File: src/rtl/combo_dialer.sv
// Combination-lock auto-dialer: replays a stored BCD code one digit per
// strobe, then waits for the lock's verdict and reports pass/fail/timeout.
module combo_dialer #(
    parameter int DIGITS  = 6,
    parameter int GAP     = 0,
    parameter int TIMEOUT = 16
) (
    input  logic                  clk,
    input  logic                  reset,
    input  logic                  start,
    input  logic [4*DIGITS-1:0]   code,
    input  logic [3:0]            lock_state,
    output logic [3:0]            digit,
    output logic                  digit_valid,
    output logic                  busy,
    output logic                  done,
    output logic                  pass,
    output logic                  fail,
    output logic                  timeout,
    output logic                  bad_code
);

    localparam int W  = 4 * DIGITS;
    localparam int IW = (DIGITS  > 1) ? $clog2(DIGITS)  : 1;
    localparam int GW = (GAP     > 1) ? $clog2(GAP)     : 1;
    localparam int TW = (TIMEOUT > 1) ? $clog2(TIMEOUT) : 1;

    localparam logic [3:0] LS_OPEN  = 4'b0111;
    localparam logic [3:0] LS_CLOSE = 4'b1000;
    localparam logic [3:0] LS_ERROR = 4'b1001;

    typedef enum logic [2:0] {
        S_IDLE,
        S_SEND,
        S_GAP,
        S_WAIT,
        S_DONE
    } state_t;

    state_t          r_state;
    state_t          w_state_nxt;
    logic [W-1:0]    r_shift;
    logic [W-1:0]    w_shift_nxt;
    logic [IW-1:0]   r_idx;
    logic [IW-1:0]   w_idx_nxt;
    logic [GW-1:0]   r_gap_cnt;
    logic [GW-1:0]   w_gap_nxt;
    logic [TW-1:0]   r_wait_cnt;
    logic [TW-1:0]   w_wait_nxt;

    logic            w_strobe;
    logic [3:0]      w_strobe_digit;
    logic            w_bad_code;
    logic            w_accept;
    logic            w_verdict;

    logic [3:0]      r_digit;
    logic            r_digit_valid;
    logic            r_busy;
    logic            r_done;
    logic            r_pass;
    logic            r_fail;
    logic            r_timeout;
    logic            r_bad_code;

    logic [3:0]      w_digit_nxt;
    logic            w_digit_valid_nxt;
    logic            w_busy_nxt;
    logic            w_done_nxt;
    logic            w_pass_nxt;
    logic            w_fail_nxt;
    logic            w_timeout_nxt;
    logic            w_bad_code_nxt;

    assign w_accept  = (r_state == S_IDLE) && start;
    assign w_verdict = (lock_state == LS_OPEN)  ||
                       (lock_state == LS_CLOSE) ||
                       (lock_state == LS_ERROR);

    always_comb begin
        w_bad_code = 1'b0;
        for (int i = 0; i < DIGITS; i++) begin
            if (code[4*i +: 4] > 4'd9) begin
                w_bad_code = 1'b1;
            end
        end
    end

    // Shift register always presents the next digit to send in its MSB nibble.
    always_comb begin
        w_state_nxt    = r_state;
        w_shift_nxt    = r_shift;
        w_idx_nxt      = r_idx;
        w_gap_nxt      = r_gap_cnt;
        w_wait_nxt     = r_wait_cnt;
        w_strobe       = 1'b0;
        w_strobe_digit = r_shift[W-1 -: 4];
        unique case (r_state)
            S_IDLE: begin
                if (start) begin
                    w_shift_nxt = code;
                    if (w_bad_code) begin
                        w_state_nxt = S_DONE;
                    end else begin
                        w_state_nxt    = S_SEND;
                        w_idx_nxt      = '0;
                        w_strobe       = 1'b1;
                        w_strobe_digit = code[W-1 -: 4];
                        w_shift_nxt    = code << 4;
                    end
                end
            end
            S_SEND: begin
                if (r_idx == IW'(DIGITS - 1)) begin
                    w_state_nxt = S_WAIT;
                    w_wait_nxt  = '0;
                end else if (GAP == 0) begin
                    w_idx_nxt   = r_idx + IW'(1);
                    w_strobe    = 1'b1;
                    w_shift_nxt = r_shift << 4;
                end else begin
                    w_state_nxt = S_GAP;
                    w_gap_nxt   = '0;
                end
            end
            S_GAP: begin
                if (r_gap_cnt == GW'(GAP - 1)) begin
                    w_state_nxt = S_SEND;
                    w_idx_nxt   = r_idx + IW'(1);
                    w_strobe    = 1'b1;
                    w_shift_nxt = r_shift << 4;
                end else begin
                    w_gap_nxt = r_gap_cnt + GW'(1);
                end
            end
            S_WAIT: begin
                if (w_verdict || (r_wait_cnt == TW'(TIMEOUT - 1))) begin
                    w_state_nxt = S_DONE;
                end else begin
                    w_wait_nxt = r_wait_cnt + TW'(1);
                end
            end
            S_DONE: begin
                w_state_nxt = S_IDLE;
            end
            default: begin
                w_state_nxt = S_IDLE;
            end
        endcase
    end

    // Outputs are computed for the upcoming state so they can be registered.
    always_comb begin
        w_digit_nxt       = w_strobe ? w_strobe_digit : 4'h0;
        w_digit_valid_nxt = w_strobe;
        w_busy_nxt        = (w_state_nxt != S_IDLE);
        w_done_nxt        = (w_state_nxt == S_DONE);
        w_pass_nxt        = r_pass;
        w_fail_nxt        = r_fail;
        w_timeout_nxt     = r_timeout;
        w_bad_code_nxt    = r_bad_code;
        if (w_accept) begin
            w_pass_nxt     = 1'b0;
            w_fail_nxt     = w_bad_code;
            w_timeout_nxt  = 1'b0;
            w_bad_code_nxt = w_bad_code;
        end else if ((r_state == S_WAIT) && (w_state_nxt == S_DONE)) begin
            if (lock_state == LS_OPEN) begin
                w_pass_nxt = 1'b1;
            end else begin
                w_fail_nxt    = 1'b1;
                w_timeout_nxt = !w_verdict;
            end
        end
    end

    always_ff @(posedge clk) begin
        if (!reset) begin
            r_state       <= S_IDLE;
            r_shift       <= '0;
            r_idx         <= '0;
            r_gap_cnt     <= '0;
            r_wait_cnt    <= '0;
            r_digit       <= 4'h0;
            r_digit_valid <= 1'b0;
            r_busy        <= 1'b0;
            r_done        <= 1'b0;
            r_pass        <= 1'b0;
            r_fail        <= 1'b0;
            r_timeout     <= 1'b0;
            r_bad_code    <= 1'b0;
        end else begin
            r_state       <= w_state_nxt;
            r_shift       <= w_shift_nxt;
            r_idx         <= w_idx_nxt;
            r_gap_cnt     <= w_gap_nxt;
            r_wait_cnt    <= w_wait_nxt;
            r_digit       <= w_digit_nxt;
            r_digit_valid <= w_digit_valid_nxt;
            r_busy        <= w_busy_nxt;
            r_done        <= w_done_nxt;
            r_pass        <= w_pass_nxt;
            r_fail        <= w_fail_nxt;
            r_timeout     <= w_timeout_nxt;
            r_bad_code    <= w_bad_code_nxt;
        end
    end

    assign digit       = r_digit;
    assign digit_valid = r_digit_valid;
    assign busy        = r_busy;
    assign done        = r_done;
    assign pass        = r_pass;
    assign fail        = r_fail;
    assign timeout     = r_timeout;
    assign bad_code    = r_bad_code;

endmodule

File: config.mk
export PLATFORM = sky130hd
export DESIGN_NAME = combo_dialer
export DESIGN_NICKNAME = d
export VERILOG_FILES = /design/src/rtl/combo_dialer.sv
export SDC_FILE = /design/constraint.sdc
export NUM_CORES = 1
export LEC_CHECK = 0
export ABC_AREA = 1
export CAP_MARGIN = 30
export CORE_MARGIN = 4
export CORE_UTILIZATION = 36
export CTS_CLUSTER_SIZE = 14
export DETAILED_ROUTE_END_ITERATION = 12
export PLACE_DENSITY = 0.64
export SYNTH_ARGS = -nofsm -noshare
export SYNTH_HDL_FRONTEND = slang
export SYNTH_SLANG_ARGS = --single-unit
export TNS_END_PERCENT = 10
File: constraint.sdc
create_clock -name clk -period 3.55 [get_ports clk]
set_input_delay 0.8875 -clock clk [delete_from_list [all_inputs] [get_ports clk]]
set_output_delay 0.8875 -clock clk [all_outputs]
set_load 0.05 [all_outputs]
==> impl_metrics.py, run 1 <==
metrics = {
    "critical_path": {
        "worstSetupPathType": "in2reg",
        "r2r-start": "r_idx[1]",
        "crit_required_ns": 3.73,
        "r2r-end": "r_shift[7]",
        "cp_max_fo": 15,
        "start_kind": "input port",
        "r2r_cells": 8,
        "worstPathArrival_ns": 2.56,
        "r2r_setup_slack_ns": 1.69,
        "cp-end-kind": "flip-flop",
        "cp-startpoint": "code[2]",
    },
    "cts": {
        "cts_tree": "done",
        "cts_setup_buffers": 0,
        "clkSlewWorstSetupHoldPaths_ns": 0.09,
        "cts.repair.resized": 0,
        "clk_path_buf_depth": 2,
        "cts_hold_buf": 0,
        "ctsRootBufferMaster": "clkbuf_8",
        "h-tree-depth": 2,
        "cts_buffers": 5,
        "clk_latency_ns": 0.30,
        "clkSinkCount": 46,
    },
    "timing": {
        "setup_viol": 0,
        "finalHoldViolations": 0,
        "slew_viol_final": 0,
        "max_freq_mhz": 421,
        "rsz0062_at_grt": "no",
        "post-route-period-util_pct": 66.8,
        "tns_ns": 0,
        "skew_ns": 0.00770,
        "min_period_ns": 2.37,
        "relSlewSlack_pct": 51.6,
        "worstMarginPinSlew_ns": 0.725,
        "final.setup.worst_slack_ns": 1.18,
    },
    "global_routing": {
        "grt_start_max_net_pins": 46,
        "grt_pass1_vias": 2436,
        "antenna_found_initial": 0,
        "grt_pass1_wl_mm": 10.9,
        "grt_use_total_pct": 15.2,
        "overflow": 0,
    },
    "power_and_ir_drop": {
        "p_leak_nw": 1.43,
        "pwr-share-comb_pct": 21.3,
        "p_int_mw": 0.785,
        "power.switching_mw": 0.349,
        "p_sw_share_pct": 30.8,
        "vdd_drop_max_mv": 0.198,
        "pwr_density_cell_nw_per_um2": 361,
        "share_seq_of_total_power_pct": 50.2,
        "clkPwrFrac_pct": 28.4,
    },
    "final_layout": {
        "syn2layout_area_growth_pct": 20.5,
        "drive_gt1_share_pct": 6.67,
        "instances_no_fill": 531,
        "diodes": 0,
        "fin_util_pct": 45.5,
        "fin_nets": 468,
    },
    "routing": {
        "drc": 0,
        "drt_iter0_markers": 90,
        "wire_per_inst_um": 11.8,
        "vias_per_cell": 4.74,
        "via_count": 2519,
        "wirelength_mm": 6.28,
        "drt-pass1-iter-count": 4,
        "antenna_left": 0,
    },
    "die": {
        "die_height_um": 93.1,
        "rows": 30,
        "core_um2": 6910,
        "io-pin-count": 42,
        "die_w_um": 93.1,
        "dieArea_um2": 8660,
        "start_util_pct": 37.7,
    },
    "place": {
        "routabilityCongestion": 0.812,
        "port_buffers": 41,
        "dp_hpwl_mm": 4.48,
        "place_ws_ns": 0.865,
        "placedCellCount": 523,
    },
    "logic_synthesis": {
        "ys_seq_elements": 46,
        "synth-edff-count": 0,
        "synth_top_area_share_pct": 35.3,
        "async_reset_ff_share_pct": 0,
        "postSynthCellCount": 400,
        "synth_cell_type_count": 28,
        "yosys-top-cells-area": "dfxtp_1 35%, nand3_1 10%, inv_1 9.1%",
        "avgSynthCellArea_um2": 6.52,
        "synth_top_area_cell": "dfxtp_1",
        "synth_fp_nets": 434,
        "yosysWarningCount": 0,
        "synthFlopType": "dfxtp_1",
        "synth_area_um2": 2610,
        "yosysSeqAreaShare_pct": 35.3,
    },
    "worst_hold_path": {
        "hold_path_depth": 2,
        "hold_path_class": "reg2reg",
        "min_from": "timeout",
        "whs_endpoint": "timeout",
    },
    "flow_run": {
        "drv_cap": 0,
    },
    "outcome": {
        "status": "finished clean",
    },
}
[cell families (layout without fill, tap and decap cells)]
kind of cell             after synthesis  count (layout)  share of synthesized area [%]
XOR/XNOR                               3               3                           1.01
buffers and inverters                 86             121                           14.3
AO/OA/AOI/OAI                         70              70                           14.3
flip-flops                            46              46                           35.3
AND/OR/NAND/NOR                      192             192                           33.6
adder cells (fa/ha/maj)                3               3                           1.44
[layout make-up]
cell class	count	area, um^2
Clock buffer	6	72.6
Inverter	67	254
Clock inverter	2	13.8
Fill cell	775	3760
Timing Repair Buffer	46	448
Tap cell	96	120
Multi-Input combinational cell	268	1310
Sequential cell	46	921
[state kept, by name, summed over array words and instances, names as in the netlist, 3 cells and up]
register	count
digit	4
r_state	3
r_wait_cnt	4
r_idx	3
r_shift	24
[power by group through the flow]
stage | Clock [mW] | Sequential (mW) | Combinational, mW
final | 0.322 | 0.570 | 0.242
after detailed placement | 0 | 0.582 | 0.242
after floorplan | 0 | 0.597 | 0.153
after global routing | 0.355 | 0.576 | 0.275
after global placement | 0 | 0.581 | 0.240
after CTS | 0.335 | 0.570 | 0.244
[worst max-delay path, stage by stage]
cell,delay [ns]
clkdlybuf4s50_1,0.46
nor2_1,0.13
nor2_1,0.05
nor2_1,0.14
nand3_2,0.30
nand2_1,0.33
nand2_1,0.11
nand2_1,0.08
a21oi_1,0.05
[metrics by stage]
step | instance area [um^2] | hold WS [ns] | power, mW
floorplan | 2610 | 0.443 | 0.750
global placement | 3060 | 0.433 | 0.820
detailed placement | 3060 | 0.446 | 0.824
CTS | 3140 | 0.460 | 1.15
global route | 3140 | 0.481 | 1.21
finish | 3140 | 0.454 | 1.13
[metal layers]
metal  track usage [%]  part of all wire [%]  vias to the layer above
met5                 0                     0                        -
met4              3.30                  0.88                        0
met3              2.74                   5.7                        7
met2              26.3                    48                       59
met1              19.8                    45                     1109
li1                  -                     -                     1344
[placed cells by master, fill, tap and decap left out, drive strengths merged]
master         netlist  routed
clkbuf               6       6
a31oi                2       2
clkdlybuf4s50        0      41
o21a                 1       1
nand4                8       8
xor2                 3       3
nand3               54      54
inv                 67      67
clkinv               0       2
or2                  1       1
nand3b               3       3
dfxtp               46      46
a21oi               39      39
nor2                67      67
buf                 13       5
ha                   3       3
a21boi               1       1
nand2               59      59
o21ai               27      27
[Yosys cell counts, types with 2 or more instances]
cell	number
inv_1	63
nor2_1	63
nand2_1	56
nand3_1	52
dfxtp_1	46
a21oi_1	35
o21ai_1	16
o21ai_0	11
buf_2	8
nand4_1	8
clkbuf_1	6
buf_6	5
a21oi_2	4
ha_1	3
inv_2	3
nand2_2	3
nand3b_1	3
xor2_1	3
a31oi_1	2
nor2_2	2
[worst max path at each step]
stage / end / slack (ns) / cells after the start
6_report: r_idx[2] / 1.18 / 9
5_1_grt: r_idx[2] / 1.0 / 9
4_1_cts: r_idx[0] / 1.18 / 9
3_5_place_dp: r_idx[2] / 0.86 / 9
3_3_place_gp: r_idx[2] / 0.87 / 9
2_1_floorplan: r_idx[2] / 1.74 / 8
Power figures use the tool's default switching activity.
==> inputs of run 2 (changes only) <==
==> constraint.sdc (replaced) <==
create_clock -name clk -period 2.4 [get_ports clk]
set_input_delay 0.6 -clock clk [delete_from_list [all_inputs] [get_ports clk]]
set_output_delay 0.6 -clock clk [all_outputs]
set_load 0.05 [all_outputs]
==> impl_metrics.py, run 2 (synthesis gave the netlist of run 1 again) <==
metrics = {
    "place": {
        "placed_area_um2": 3130,
        "routabilityCongestion": 0.830,
        "placedCellCount": 529,
        "place_ws_ns": -0.00690,
        "port_buffers": 41,
        "dp_hpwl_mm": 4.49,
    },
    "cts": {
        "cts_tree": "done",
        "clkSlewWorstSetupHoldPaths_ns": 0.10,
        "cts.repair.resized": 0,
        "clkSinkCount": 46,
        "cts_setup_buffers": 0,
        "clk_path_buf_depth": 2,
        "h-tree-depth": 2,
        "cts_hold_buf": 0,
        "cts_buffers": 5,
        "clk_latency_ns": 0.31,
        "ctsRootBufferMaster": "clkbuf_8",
    },
    "routing": {
        "drt-pass1-iter-count": 4,
        "wl_met2_mm": 2.75,
        "wl_met3_um": 338,
        "drt_iter0_markers": 107,
        "vias_per_cell": 4.73,
        "dr.max_layer_used": "met4",
        "via_count": 2541,
        "wirelength_met1_mm": 2.90,
        "drc": 0,
        "antenna_left": 0,
        "wirelength_mm": 6.06,
        "wire_per_inst_um": 11.3,
    },
    "power_and_ir_drop": {
        "p_leak_nw": 1.46,
        "pwr_density_cell_nw_per_um2": 533,
        "vdd_drop_max_mv": 0.224,
        "finalPower_mw": 1.71,
    },
    "final_layout": {
        "drive_gt1_share_pct": 8.16,
        "diodes": 0,
        "fill_cells": 742,
        "fin_nets": 474,
        "syn2layout_area_growth_pct": 23.5,
        "layout_common_cells": "63 x inv_1, 63 x nor2_1, 56 x nand2_1",
        "instances_no_fill": 537,
        "regMostFlops": "r_shift",
        "final_area_um2": 3220,
        "largest_reg_flops": 24,
    },
    "critical_path": {
        "r2r-start": "r_idx[1]",
        "cp_common_cell": "nand2_1",
        "worstSetupPathType": "in2reg",
        "cp-end-kind": "flip-flop",
        "start_kind": "input port",
        "r2r-end": "r_shift[6]",
        "slowest_stage": "clkdlybuf4s50_1",
        "r2r_setup_slack_ns": 0.84,
        "cp_num_buf_inv": 1,
        "cp_top_family": "simple AND/OR/NAND/NOR gates",
        "crit_required_ns": 2.60,
        "crit_path_cell_trace": "clkdlybuf4s50_1, o21ai_0, nand2_1, nor2_1, nand3_1, nand2_1, a31oi_1",
        "worstPathArrival_ns": 2.28,
        "cp_max_fo": 7,
        "r2r_cells": 8,
        "max_stage_delay_ns": 0.51,
    },
    "worst_hold_path": {
        "min_from": "timeout",
        "hold_path_depth": 2,
        "whs_endpoint": "timeout",
        "hold_path_class": "reg2reg",
    },
    "die": {
        "die_w_um": 93.1,
        "core_um2": 6910,
        "dieArea_um2": 8660,
        "io-pin-count": 42,
        "start_util_pct": 37.7,
        "rows": 30,
        "die_height_um": 93.1,
    },
    "global_routing": {
        "grt_pass1_vias": 2339,
        "overflow": 0,
        "grt_pass1_wl_mm": 10.6,
        "grt_start_max_net_pins": 45,
        "grt_use_total_pct": 14.9,
        "antenna_found_initial": 0,
    },
    "timing": {
        "final.setup.worst_slack_ns": 0.317,
        "rsz0062_at_grt": "no",
        "worst_hold_slack_ns": 0.446,
        "slew_viol_final": 0,
        "max_freq_mhz": 480,
        "setup_viol": 0,
        "post-route-period-util_pct": 86.8,
        "relSlewSlack_pct": 66.4,
        "skew_ns": 0.0163,
        "worstMarginPinSlew_ns": 0.503,
        "finalHoldViolations": 0,
        "min_period_ns": 2.08,
    },
    "flow_run": {
        "drv_cap": 0,
    },
    "outcome": {
        "status": "finished clean",
    },
}
run 2: changes by cell type in the layout (fill, tap and decap cells not counted):
cell        delta
clkinv_4       -1
clkinvlp_4     +2
clkbuf_1       -1
clkinv_2       -1
buf_4          +4
buf_12         +2
inv_6          +1
run 2: cell type report:
class	count	area, um^2	area share [%]
Sequential cell	46	921	28.6
Timing Repair Buffer	52	518	16.1
Inverter	67	254	7.89
Clock inverter	3	23.8	0.739
Clock buffer	5	68.8	2.14
Multi-Input combinational cell	268	1310	40.8
Tap cell	96	120	3.73
run 2: stage by stage:
step | util, % | TNS, ns
after global placement | 45.3 | 0
after CTS | 46.6 | 0
final | 46.6 | 0
after floorplan | - | 0
after global routing | 46.6 | 0
after detailed placement | 45.3 | -0.00690
run 2: layer usage:
metal,global-route usage (%),vias up
met4,3.66,0
met5,0,-
met3,3.38,8
met1,20.0,1124
met2,24.1,58
li1,-,1351
run 2: worst reg2reg max path: stages (launching register included):
cell,delay [ns]
dfxtp_1,0.37
inv_1,0.06
ha_1,0.17
nand4_1,0.14
nand2_2,0.11
nor2_8,0.22
inv_4,0.15
nor2_1,0.15
a21oi_1,0.08
run 2: how the worst max path moves through the flow:
stage | from | endpoint | slack (ns) | cells past startpoint
floorplan | code[22] | r_idx[2] | 0.87 | 8
global placement | code[1] | fail | 0.02 | 7
detailed placement | code[1] | fail | -0.007 | 7
CTS | code[1] | fail | 0.32 | 7
global route | code[1] | r_idx[0] | 0.21 | 7
finish | code[1] | fail | 0.32 | 7
run 2: power breakdown:
part           total (mW)  internal, mW  switching [mW]
Clock               0.498         0.209           0.290
Sequential          0.843         0.817          0.0257
Combinational       0.373         0.153           0.221
Total                1.71          1.18           0.536
==> inputs of run 3 (changes only) <==
--- a/config.mk
+++ b/config.mk
@@ -11,6 +11,7 @@
 export CORE_UTILIZATION = 36
 export CTS_CLUSTER_SIZE = 14
 export DETAILED_ROUTE_END_ITERATION = 12
+export HOLD_SLACK_MARGIN = 0.05
 export PLACE_DENSITY = 0.64
 export SYNTH_ARGS = -nofsm -noshare
 export SYNTH_HDL_FRONTEND = slang
==> results of run 3 <==
Same layout as run 2: the final DEF is identical, and so are final timing and power.
